===== src/rtl/serial_add_ctrl.sv =====
// Bit-serial adder controller: drives an external 1-bit full adder one bit per
// clock, LSB first, and collects the sum and final carry.
module serial_add_ctrl #(
   parameter int WIDTH = 8,
   parameter int CNT_W = $clog2(WIDTH)
) (
   input  logic             clk,
   input  logic             rst_n,
   input  logic             start,
   input  logic [WIDTH-1:0] a_in,
   input  logic [WIDTH-1:0] b_in,
   input  logic             cin_in,
   output logic             fa_a,
   output logic             fa_b,
   output logic             fa_cin,
   input  logic             fa_sum,
   input  logic             fa_cr,
   output logic             busy,
   output logic             done,
   output logic [WIDTH-1:0] sum_out,
   output logic             cout_out
);

   typedef enum logic [1:0] {
      IDLE,
      RUN,
      DONE
   } state_t;

   localparam logic [CNT_W-1:0] LAST_IDX = CNT_W'(WIDTH - 1);

   state_t           state;
   state_t           state_nxt;
   logic [WIDTH-1:0] a_reg;
   logic [WIDTH-1:0] b_reg;
   logic             carry;
   logic [CNT_W-1:0] idx;
   logic             last_bit;

   assign last_bit = (idx == LAST_IDX);

   always_ff @(posedge clk or negedge rst_n) begin
      if (!rst_n) begin
         state <= IDLE;
      end else begin
         state <= state_nxt;
      end
   end

   always_comb begin
      state_nxt = state;
      case (state)
         IDLE:    if (start) state_nxt = RUN;
         RUN:     if (last_bit) state_nxt = DONE;
         DONE:    state_nxt = IDLE;
         default: state_nxt = IDLE;
      endcase
   end

   // The adder inputs are only meaningful in RUN; hold them quiet otherwise.
   always_comb begin
      busy   = 1'b0;
      done   = 1'b0;
      fa_a   = 1'b0;
      fa_b   = 1'b0;
      fa_cin = 1'b0;
      case (state)
         RUN: begin
            busy   = 1'b1;
            fa_a   = a_reg[idx];
            fa_b   = b_reg[idx];
            fa_cin = carry;
         end
         DONE:    done = 1'b1;
         default: ;
      endcase
   end

   // The index saturates on the last bit so it never leaves the operand range.
   always_ff @(posedge clk or negedge rst_n) begin
      if (!rst_n) begin
         a_reg    <= '0;
         b_reg    <= '0;
         carry    <= 1'b0;
         idx      <= '0;
         sum_out  <= '0;
         cout_out <= 1'b0;
      end else begin
         case (state)
            IDLE: begin
               if (start) begin
                  a_reg    <= a_in;
                  b_reg    <= b_in;
                  carry    <= cin_in;
                  idx      <= '0;
                  sum_out  <= '0;
                  cout_out <= 1'b0;
               end
            end
            RUN: begin
               sum_out[idx] <= fa_sum;
               carry        <= fa_cr;
               if (last_bit) begin
                  cout_out <= fa_cr;
               end else begin
                  idx <= idx + 1'b1;
               end
            end
            default: ;
         endcase
      end
   end

endmodule


===== config.mk =====
export PLATFORM = sky130hd
export DESIGN_NAME = serial_add_ctrl
export DESIGN_NICKNAME = d
export VERILOG_FILES = /design/src/rtl/serial_add_ctrl.sv
export SDC_FILE = /design/constraint.sdc
export NUM_CORES = 1
export LEC_CHECK = 0
export BUFFER_PORTS_ARGS = -buffer_cell sky130_fd_sc_hd__buf_2
export CORE_MARGIN = 2
export CORE_UTILIZATION = 50
export CTS_CLUSTER_SIZE = 14
export DETAILED_ROUTE_END_ITERATION = 10
export PLACE_DENSITY = 0.84
export RECOVER_POWER = 100
export SYNTH_ARGS = -nofsm -noshare
export SYNTH_HDL_FRONTEND = slang
export SYNTH_SLANG_ARGS = --single-unit

===== constraint.sdc =====
create_clock -name clk -period 1.6 [get_ports clk]
set_input_delay 0.08 -clock clk [delete_from_list [all_inputs] [get_ports clk]]
set_output_delay 0.08 -clock clk [all_outputs]
set_load 0.01 [all_outputs]

==> results of run 1 <==
worst max-delay path, delay by kind of cell, from the launching register on:
family	cells	cell delay [ns]
compound gates	3	0.42
buf+inv	1	0.14
flops	1	0.45
mux	1	0.30
worst max path at each step:
stage / start / endpoint / cells after the start
after floorplan: idx[1] / idx[0] / 5
after global placement: idx[1] / idx[0] / 5
after detailed placement: idx[1] / idx[2] / 5
after CTS: idx[0] / fa_b / 5
after global routing: idx[0] / fa_b / 7
final: idx[0] / fa_b / 5
report_power, final:
group / internal [W] / total [W] / switching (W)
Clock: 0.000156 / 0.000410 / 0.000254
Combinational: 0.00117 / 0.00214 / 0.000967
Sequential: 0.00115 / 0.00144 / 0.000286
metal layers:
metal / wire length, um / up-vias / GRT usage / share of wire
met5: 0 / - / 0 / 0
met4: 74 / 0 / 0.08696 / 0.021
met3: 247 / 11 / 0.08102 / 0.071
met2: 1623 / 49 / 0.3441 / 0.46
met1: 1549 / 606 / 0.2531 / 0.44
li1: - / 621 / - / -
per-stage QoR:
stage               cell area [sq um]  std cells  utilization  setup slack, ns  total power, W
detailed placement               1834        214       0.6008          0.05209        0.003285
finish                           2150        243       0.7041          -0.1221        0.003989
global placement                 1834        214       0.6008           0.1590        0.003165
floorplan                        1607        136            -           0.1604        0.002742
global route                     2150        243       0.7041          -0.2158        0.004301
CTS                              2098        242       0.6873          -0.1295        0.003867
logic make-up (layout without fill, tap and decap cells):
kind of cell,Yosys count,after routing,synth area share
compound gates,44,44,0.1713
flops,31,31,0.4829
fa+ha+maj,3,3,0.02337
simple gates,24,24,0.09189
buf+inv,11,74,0.05373
mux,23,23,0.1768
repair_timing:
action / in CTS / in global routing
resized for setup: 7 / 15
hold buffers: 17 / 0
gates cloned: 1 / 0
setup buffers: 4 / 1
hold endpoints to repair: 47 / 0
pin swaps: 3 / 5
setup endpoints to repair: 2 / 8
final cells by class:
type,instances,area (sq um)
multi-input combinational,94,802.0
timing repair buffer,67,466.7
fill,237,903.4
inverter,1,3.754
sequential,31,780.7
tap,44,55.05
clock buffer,6,41.29
layout by cell type, fill, tap and decap left out, drive strengths merged:
cell / count
ha: 3
a31oi: 2
o31ai: 2
a22oi: 1
buf: 39
o21bai: 2
o21ai: 17
inv: 1
mux2: 19
and2: 2
dfrtp: 31
nand3: 2
nand2: 3
o21a: 2
mux2i: 4
and2b: 2
nand2b: 4
nor3: 1
nor2: 4
dlygate4sd3: 17
a32o: 1
nor3b: 1
a21oi: 10
clkbuf: 17
a22o: 7
nor2b: 5
==> results.sh, run 1 <==
export IMPL_status="complete, but fails checks"
export IMPL_violations="negative setup slack"
export IMPL_setup_slack_ns=-0.1221
export IMPL_path_cells="mux2_4 -> a22o_1 -> a21oi_1 -> a21oi_1 -> buf_2"
export IMPL_netlist_area_leader_share=0.4829
export IMPL_grtUsageTotal=0.2118
export IMPL_worst_path_most_repeated_cell="a21oi_1"
export IMPL_relSlewSlack=0.4814
export IMPL_io_buffer_count=35
export IMPL_avgSynthCellArea_sq_um=11.81
export IMPL_die_area_sq_mm=0.003683
export IMPL_drt_pass1_iterations=4
export IMPL_hold_violations=0
export IMPL_grt_pass1_vias=1299
export IMPL_coreArea_sq_mm=0.003053
export IMPL_fin_nets=225
export IMPL_wl_per_cell_um=14.38
export IMPL_timing_setup_tns_ns=-0.2314
export IMPL_start_util=0.5262
export IMPL_grt_antenna_before_repair=0
export IMPL_r2r_start="idx[0]"
export IMPL_async_reset_ff_frac=1.000
export IMPL_path_clk_slew_ns=0.09
export IMPL_hold_ws_ns=0.01150
export IMPL_syn_num_nets=161
export IMPL_worstPathMaxFanout=4
export IMPL_drive_gt1_frac=0.3970
export IMPL_antenna_left=0
export IMPL_syn_instance_count=136
export IMPL_cap_violations=0
export IMPL_cp_slowest_cell="dfrtp_2"
export IMPL_yosys_cell_count_top_type="dfrtp_1"
export IMPL_dr_first_iter_drc_count=71
export IMPL_crit_required_ns=1.52
export IMPL_setup_worst_path_class="flop to output port"
export IMPL_clock_skew_ns=0.008846
export IMPL_cts_buffers=5
export IMPL_drt_total_wl_mm=3.494
export IMPL_synth_area_leader_cell="dfrtp_1"
export IMPL_grt_max_degree=32
export IMPL_clk_latency_ns=0.34
export IMPL_ys_seq_area_frac=0.4829
export IMPL_num_antenna_cells=0
export IMPL_fp_dieW_um=60.69
export IMPL_route_detailed_drc=0
export IMPL_crit_arrival_ns=1.64
export IMPL_critPathMaxStageDelay_ns=0.45
export IMPL_ios=36
export IMPL_clockRootBuffer="clkbuf_4"
export IMPL_num_vias=1287
export IMPL_rsz0062_at_grt="yes"
export IMPL_endpoint_kind="output port"
export IMPL_fin_crit_ns=1.722
export IMPL_period_share=1.076
export IMPL_die_y_um=60.69
export IMPL_power_density_mw_per_mm2=1856
export IMPL_place_gp_congestion=0.9193
export IMPL_report_final_slew_viol_count=0
export IMPL_reg2reg_depth=6
export IMPL_rows=20
export IMPL_r2r_end="idx[2]"
export IMPL_drt_vias_per_instance=5.296
export IMPL_tritoncts="built"
export IMPL_min_to="cout_out"
export IMPL_fmax_mhz=580.7
export IMPL_finalSetupViolCount=3
export IMPL_dp_final_hpwl_mm=2.391
export IMPL_clkSinkCount=31
export IMPL_htreeDepth=2
export IMPL_yosys_cell_types_count=32
export IMPL_min_path_type="input port to flop"
export IMPL_syn_area_sq_mm=0.001607
export IMPL_synth_area_leaders="dfrtp_1 48%, mux2_2 7.7%, mux2_4 7.5%, o21ai_0 5.0%, a22o_1 3.8%"
export IMPL_grt_pass1_wl_mm=5.623
export IMPL_synth_flop_cell="dfrtp_1"
export IMPL_ys_warn_count=0
export IMPL_overflow=0
export IMPL_r2r_setup_slack_ns=-0.01
export IMPL_ys_ff_latch=31
export IMPL_worst_slew_pin_slew_ns=0.7778
export IMPL_synth_edf_count=0
export IMPL_area_delta_synth_final_pct=33.80
export IMPL_p_leak_nw=0.9703
export IMPL_synthTopCellsByCount="31 x dfrtp_1, 16 x o21ai_0, 11 x mux2_2, 9 x a21oi_1, 8 x mux2_4"
export IMPL_max_clock_path_buffers=2
export IMPL_min_from="fa_cr"
export IMPL_startpoint_type="flop"
export IMPL_ir_drop_v=0.0009071
export IMPL_hold_path_cell_count=2
No activity file was read; power rests on OpenSTA's default activity.
==> run 2, diff against run 1 <==
BUFFER_PORTS_ARGS = -buffer_cell sky130_fd_sc_hd__buf_4   (was -buffer_cell sky130_fd_sc_hd__buf_2)
SLEW_MARGIN = 15   (was default)
==> run 2 against run 1 <==
The flow still finishes with violations (negative setup slack). Die area unchanged. Clock power fell by 3%. Non-clock buffer count decreased by 3. Count of clock-buffer cells in the layout did not move. Fmax down 1.9%. Final area up 0.35%. Power is 2.8% lower. First-iteration DRC count shrank 37%. Global-route usage is 0.43 points higher. Utilization up 0.25 points. Critical path type unchanged. Highest routed layer is now met3.
==> results.sh, run 2 (synthesis results as in run 1) <==
export IMPL_status="complete, but fails checks"
export IMPL_violations="negative setup slack"
export IMPL_power_density_mw_per_mm2=1797
export IMPL_fp_dieW_um=60.69
export IMPL_fmax_mhz=569.9
export IMPL_worst_slew_pin_slew_ns=0.7496
export IMPL_route_detailed_drc=0
export IMPL_layout_common_cells="33 x buf_4, 29 x dfrtp_1, 18 x dlygate4sd3_1, 15 x o21ai_0"
export IMPL_rows=20
export IMPL_clock_skew_ns=0.01049
export IMPL_final_area_sq_mm=0.002157
export IMPL_overflow=0
export IMPL_fin_nets=222
export IMPL_report_final_slew_viol_count=0
export IMPL_endpoint_kind="output port"
export IMPL_wl_per_cell_um=14.75
export IMPL_drt_total_wl_mm=3.540
export IMPL_max_clock_path_buffers=2
export IMPL_dr_first_iter_drc_count=45
export IMPL_path_cells="buf_6 -> nor2b_2 -> a22o_1 -> a22oi_1 -> a21oi_1 -> buf_4"
export IMPL_htreeDepth=2
export IMPL_p_leak_nw=0.9752
export IMPL_critPathMaxStageDelay_ns=0.46
export IMPL_grtUsageTotal=0.2161
export IMPL_grt_pass1_wl_mm=5.733
export IMPL_io_buffer_count=35
export IMPL_fin_crit_ns=1.755
export IMPL_ir_drop_v=0.001022
export IMPL_place_gp_congestion=0.8985
export IMPL_period_share=1.097
export IMPL_grt_max_degree=32
export IMPL_startpoint_type="flop"
export IMPL_finalSetupViolCount=2
export IMPL_cp_slowest_cell="dfrtp_2"
export IMPL_setup_worst_path_class="flop to output port"
export IMPL_rsz0062_at_grt="yes"
export IMPL_die_y_um=60.69
export IMPL_layout_commonest_cell="buf_4"
export IMPL_grt_antenna_before_repair=0
export IMPL_crit_required_ns=1.52
export IMPL_path_clk_slew_ns=0.09
export IMPL_cts_buffers=5
export IMPL_relSlewSlack=0.5003
export IMPL_crit_arrival_ns=1.67
export IMPL_worstPathMaxFanout=11
export IMPL_final_cells=240
export IMPL_setup_slack_ns=-0.1548
export IMPL_drive_gt1_frac=0.3724
export IMPL_timing_setup_tns_ns=-0.2926
export IMPL_clkSinkCount=31
export IMPL_ios=36
export IMPL_total_power_w=0.003876
export IMPL_place_inst=215
export IMPL_die_area_sq_mm=0.003683
export IMPL_coreArea_sq_mm=0.003053
export IMPL_min_path_type="input port to flop"
export IMPL_placed_area_sq_mm=0.001929
export IMPL_hold_ws_ns=0.04168
export IMPL_drt_pass1_iterations=4
export IMPL_clk_latency_ns=0.33
export IMPL_antenna_left=0
export IMPL_num_vias=1302
export IMPL_tritoncts="built"
export IMPL_hold_violations=0
export IMPL_drt_vias_per_instance=5.425
export IMPL_area_delta_synth_final_pct=34.27
export IMPL_dp_final_hpwl_mm=2.597
export IMPL_cap_violations=0
export IMPL_start_util=0.5262
export IMPL_num_antenna_cells=0
export IMPL_clockRootBuffer="clkbuf_4"
export IMPL_grt_pass1_vias=1361
[run 2: stage by stage]
stage	setup slack [ns]	utilization
floorplan	0.1604	-
global placement	0.1613	0.6320
detailed placement	0.03858	0.6320
CTS	-0.1665	0.7098
global route	-0.2312	0.7066
finish	-0.1548	0.7066
[run 2: final timing paths]
kind	from	endpoint	slack, ns	cells past startpoint
max reg2reg	idx[0]	idx[0]	0.08	5
min reg2reg	carry	carry	0.48	2
min	cin_in	carry	0.04	3
max in group asynchronous	rst_n	idx[0]	0.74	2
min in group asynchronous	rst_n	carry	0.35	2
max	idx[0]	fa_a	-0.15	6
[run 2: cell type report]
class / instances / area [sq um]
clock buffers: 6 / 41.29
fillers: 245 / 895.9
inverters: 1 / 3.754
multi-input cells: 94 / 769.5
flip-flops and latches: 31 / 778.2
well taps: 44 / 55.05
repair buffers: 64 / 509.2
[run 2: worst max-delay path: cells and delay by family (launching register included)]
kind | cells | cell delay, ns
compound gates | 3 | 0.41
buf+inv | 2 | 0.31
flops | 1 | 0.46
simple gates | 1 | 0.16
[run 2: repair_timing]
| action | CTS | global route |
|---|---|---|
| setup endpoints to repair | 2 | 4 |
| hold endpoints to repair | 48 | 0 |
| pin swaps | 2 | 0 |
| gates resized for setup | 3 | 9 |
| hold buffers | 18 | 0 |
| setup buffers | 1 | 0 |
[run 2: layer usage]
layer | vias up | wire (um) | track usage
met4 | 0 | 0 | 0.1118
met3 | 0 | 185 | 0.04691
li1 | 610 | - | -
met1 | 644 | 1465 | 0.2404
met2 | 48 | 1890 | 0.3856
met5 | - | 0 | 0
[run 2: report_power, final]
group,leakage (nW),switching (W),internal [W]
clock,0.0242,0.000240,0.000156
sequential,0.379,0.000253,0.00115
combinational,0.572,0.000961,0.00112
==> run 3, diff against run 2 <==
--- a/config.mk
+++ b/config.mk
@@ -13,5 +13,4 @@
 export PLACE_DENSITY = 0.84
 export RECOVER_POWER = 100
-export SLEW_MARGIN = 15
 export SYNTH_ARGS = -nofsm -noshare
 export SYNTH_HDL_FRONTEND = slang
==> constraint.sdc (replaced) <==
create_clock -name clk -period 1.6 [get_ports clk]
set_input_delay 0.32 -clock clk [delete_from_list [all_inputs] [get_ports clk]]
set_output_delay 0.32 -clock clk [all_outputs]
set_load 0.01 [all_outputs]
==> run 3 against run 2 <==
The run still ends with negative setup slack left. Clock skew is 0.0096 ns higher. First-iteration DRC count down 24%. Worst setup slack got worse by 0.25 ns. Utilization is 0.29 points lower. Worst hold slack gained 0.17 ns. Final area fell by 0.41%. Highest routed layer is now met4.
==> results.sh, run 3 (synthesis results as in run 1) <==
export IMPL_die_y_um=60.69
export IMPL_clock_power_share=0.105
export IMPL_dr_first_iter_drc_count=34
export IMPL_period_share=1.255
export IMPL_start_util=0.5262
export IMPL_drt_total_wl_mm=3.778
export IMPL_layout_common_cells="37 x buf_4, 28 x dfrtp_1, 16 x mux2_4, 14 x o21ai_0, 11 x clkbuf_1"
export IMPL_clkSinkCount=31
export IMPL_finalSetupViolCount=13
export IMPL_clk_latency_ns=0.34
export IMPL_violations="negative setup slack"
export IMPL_worst_slew_pin_slew_ns=0.7512
export IMPL_power_frac_seq=0.347
export IMPL_cp_slowest_cell="dfrtp_1"
export IMPL_wl_per_cell_um=16.21
export IMPL_worst_path_most_repeated_cell="a21oi_1"
export IMPL_fin_nets=213
export IMPL_clockRootBuffer="clkbuf_4"
export IMPL_grt_pass1_vias=1285
export IMPL_drt_pass1_iterations=4
export IMPL_overflow=0
export IMPL_die_area_sq_mm=0.003683
export IMPL_max_clock_path_buffers=2
export IMPL_grt_max_degree=32
export IMPL_p_sw_frac=0.3738
export IMPL_p_int_w=0.002626
export IMPL_num_antenna_cells=0
export IMPL_crit_arrival_ns=1.69
export IMPL_layout_commonest_cell="buf_4"
export IMPL_critPathMaxStageDelay_ns=0.41
export IMPL_grtUsageTotal=0.2050
export IMPL_dp_final_hpwl_mm=2.461
export IMPL_setup_worst_path_class="flop to output port"
export IMPL_grt_antenna_before_repair=0
export IMPL_r2r_end="idx[2]"
export IMPL_min_from="a_in[6]"
export IMPL_p_leak_nw=0.9846
export IMPL_ios=36
export IMPL_fmax_mhz=498.0
export IMPL_hold_ws_ns=0.2088
export IMPL_crit_required_ns=1.28
export IMPL_io_buffer_count=35
export IMPL_report_final_slew_viol_count=0
export IMPL_rows=20
export IMPL_p_sw_w=0.001568
export IMPL_path_cells="mux2_2 -> a22o_1 -> a21oi_1 -> a21oi_1 -> buf_4"
export IMPL_drt_vias_per_instance=5.408
export IMPL_antenna_left=0
export IMPL_worstPathMaxFanout=3
export IMPL_cts_buffers=5
export IMPL_fp_dieW_um=60.69
export IMPL_relSlewSlack=0.4992
export IMPL_startpoint_type="flop"
export IMPL_grt_pass1_wl_mm=5.423
export IMPL_r2r_start="idx[0]"
export IMPL_hold_violations=0
export IMPL_combPwrFrac=0.548
export IMPL_endpoint_kind="output port"
export IMPL_min_path_type="input port to flop"
export IMPL_status="complete, but fails checks"
export IMPL_pre_cts_ws_ns=-0.04491
export IMPL_num_vias=1260
export IMPL_cp_startpoint="idx[0]"
export IMPL_clock_skew_ns=0.02008
export IMPL_tritoncts="built"
export IMPL_coreArea_sq_mm=0.003053
export IMPL_min_to="a_reg[6]"
export IMPL_setup_slack_ns=-0.4081
export IMPL_ir_drop_v=0.001213
export IMPL_hold_path_cell_count=2
export IMPL_path_clk_slew_ns=0.11
export IMPL_cap_violations=0
export IMPL_power_density_mw_per_mm2=1952
export IMPL_reg2reg_depth=5
export IMPL_rsz0062_at_grt="yes"
export IMPL_r2r_setup_slack_ns=-0.04
export IMPL_route_detailed_drc=0
export IMPL_fin_crit_ns=2.008
export IMPL_drive_gt1_frac=0.4550
export IMPL_place_gp_congestion=0.8965
export IMPL_htreeDepth=2
export IMPL_area_delta_synth_final_pct=33.72
run 3: worst max-delay path: cells and delay by family (launching register included):
kind / cells / cell delay, ns
AO/OA/AOI/OAI: 3 / 0.43
buffers and inverters: 1 / 0.14
flip-flops: 1 / 0.41
multiplexers: 1 / 0.35
run 3: layer usage:
layer | GRT usage | wire, um
met1 | 0.2213 | 1556
met5 | 0 | 0
met4 | 0.1087 | 95
met3 | 0.07463 | 215
met2 | 0.3502 | 1910
run 3: timing repair:
action / CTS / global route
setup endpoints to repair: 8 / 10
endpoints found under the hold margin: 31 / 0
pin swaps: 1 / 3
gates cloned: 0 / 2
gates resized for setup: 5 / 24
buffers inserted: 2 / 2
hold buffers: 1 / 0
run 3: worst max path at each step:
| stage | end | slack, ns | cells past startpoint |
|---|---|---|---|
| final | fa_b | -0.41 | 5 |
| after detailed placement | idx[0] | -0.04 | 6 |
| after CTS | fa_b | -0.40 | 5 |
| after floorplan | fa_b | 0.06 | 6 |
| after global placement | fa_b | 0.002 | 5 |
| after global routing | fa_b | -0.47 | 5 |
run 3: power groups by stage:
| stage | Sequential [W] | Clock, W | Combinational (W) |
|---|---|---|---|
| floorplan | 0.00136 | 0 | 0.00138 |
| global placement | 0.00142 | 0 | 0.00192 |
| detailed placement | 0.00144 | 0 | 0.00201 |
| CTS | 0.00142 | 0.000451 | 0.00208 |
| global route | 0.00150 | 0.000496 | 0.00249 |
| finish | 0.00145 | 0.000440 | 0.00230 |
run 3: area by class of cell:
cell class | instances | area, sq um
fillers | 248 | 904.6
well taps | 44 | 55.05
clock buffers | 7 | 45.04
repair buffers | 55 | 441.7
flip-flops and latches | 31 | 779.5
multi-input cells | 94 | 815.8
clock inverters | 1 | 5.005
inverters | 1 | 6.256
run 3: stage by stage:
step / instances / setup TNS [ns] / power [W] / utilization / area [sq um]
final: 233 / -1.065 / 0.004194 / 0.7037 / 2148
after global routing: 233 / -1.728 / 0.004493 / 0.7037 / 2148
after CTS: 229 / -0.9995 / 0.003953 / 0.6689 / 2042
after detailed placement: 218 / -0.1246 / 0.003449 / 0.6393 / 1952
after global placement: 218 / 0 / 0.003343 / 0.6393 / 1952
after floorplan: 136 / 0 / 0.002742 / - / 1607
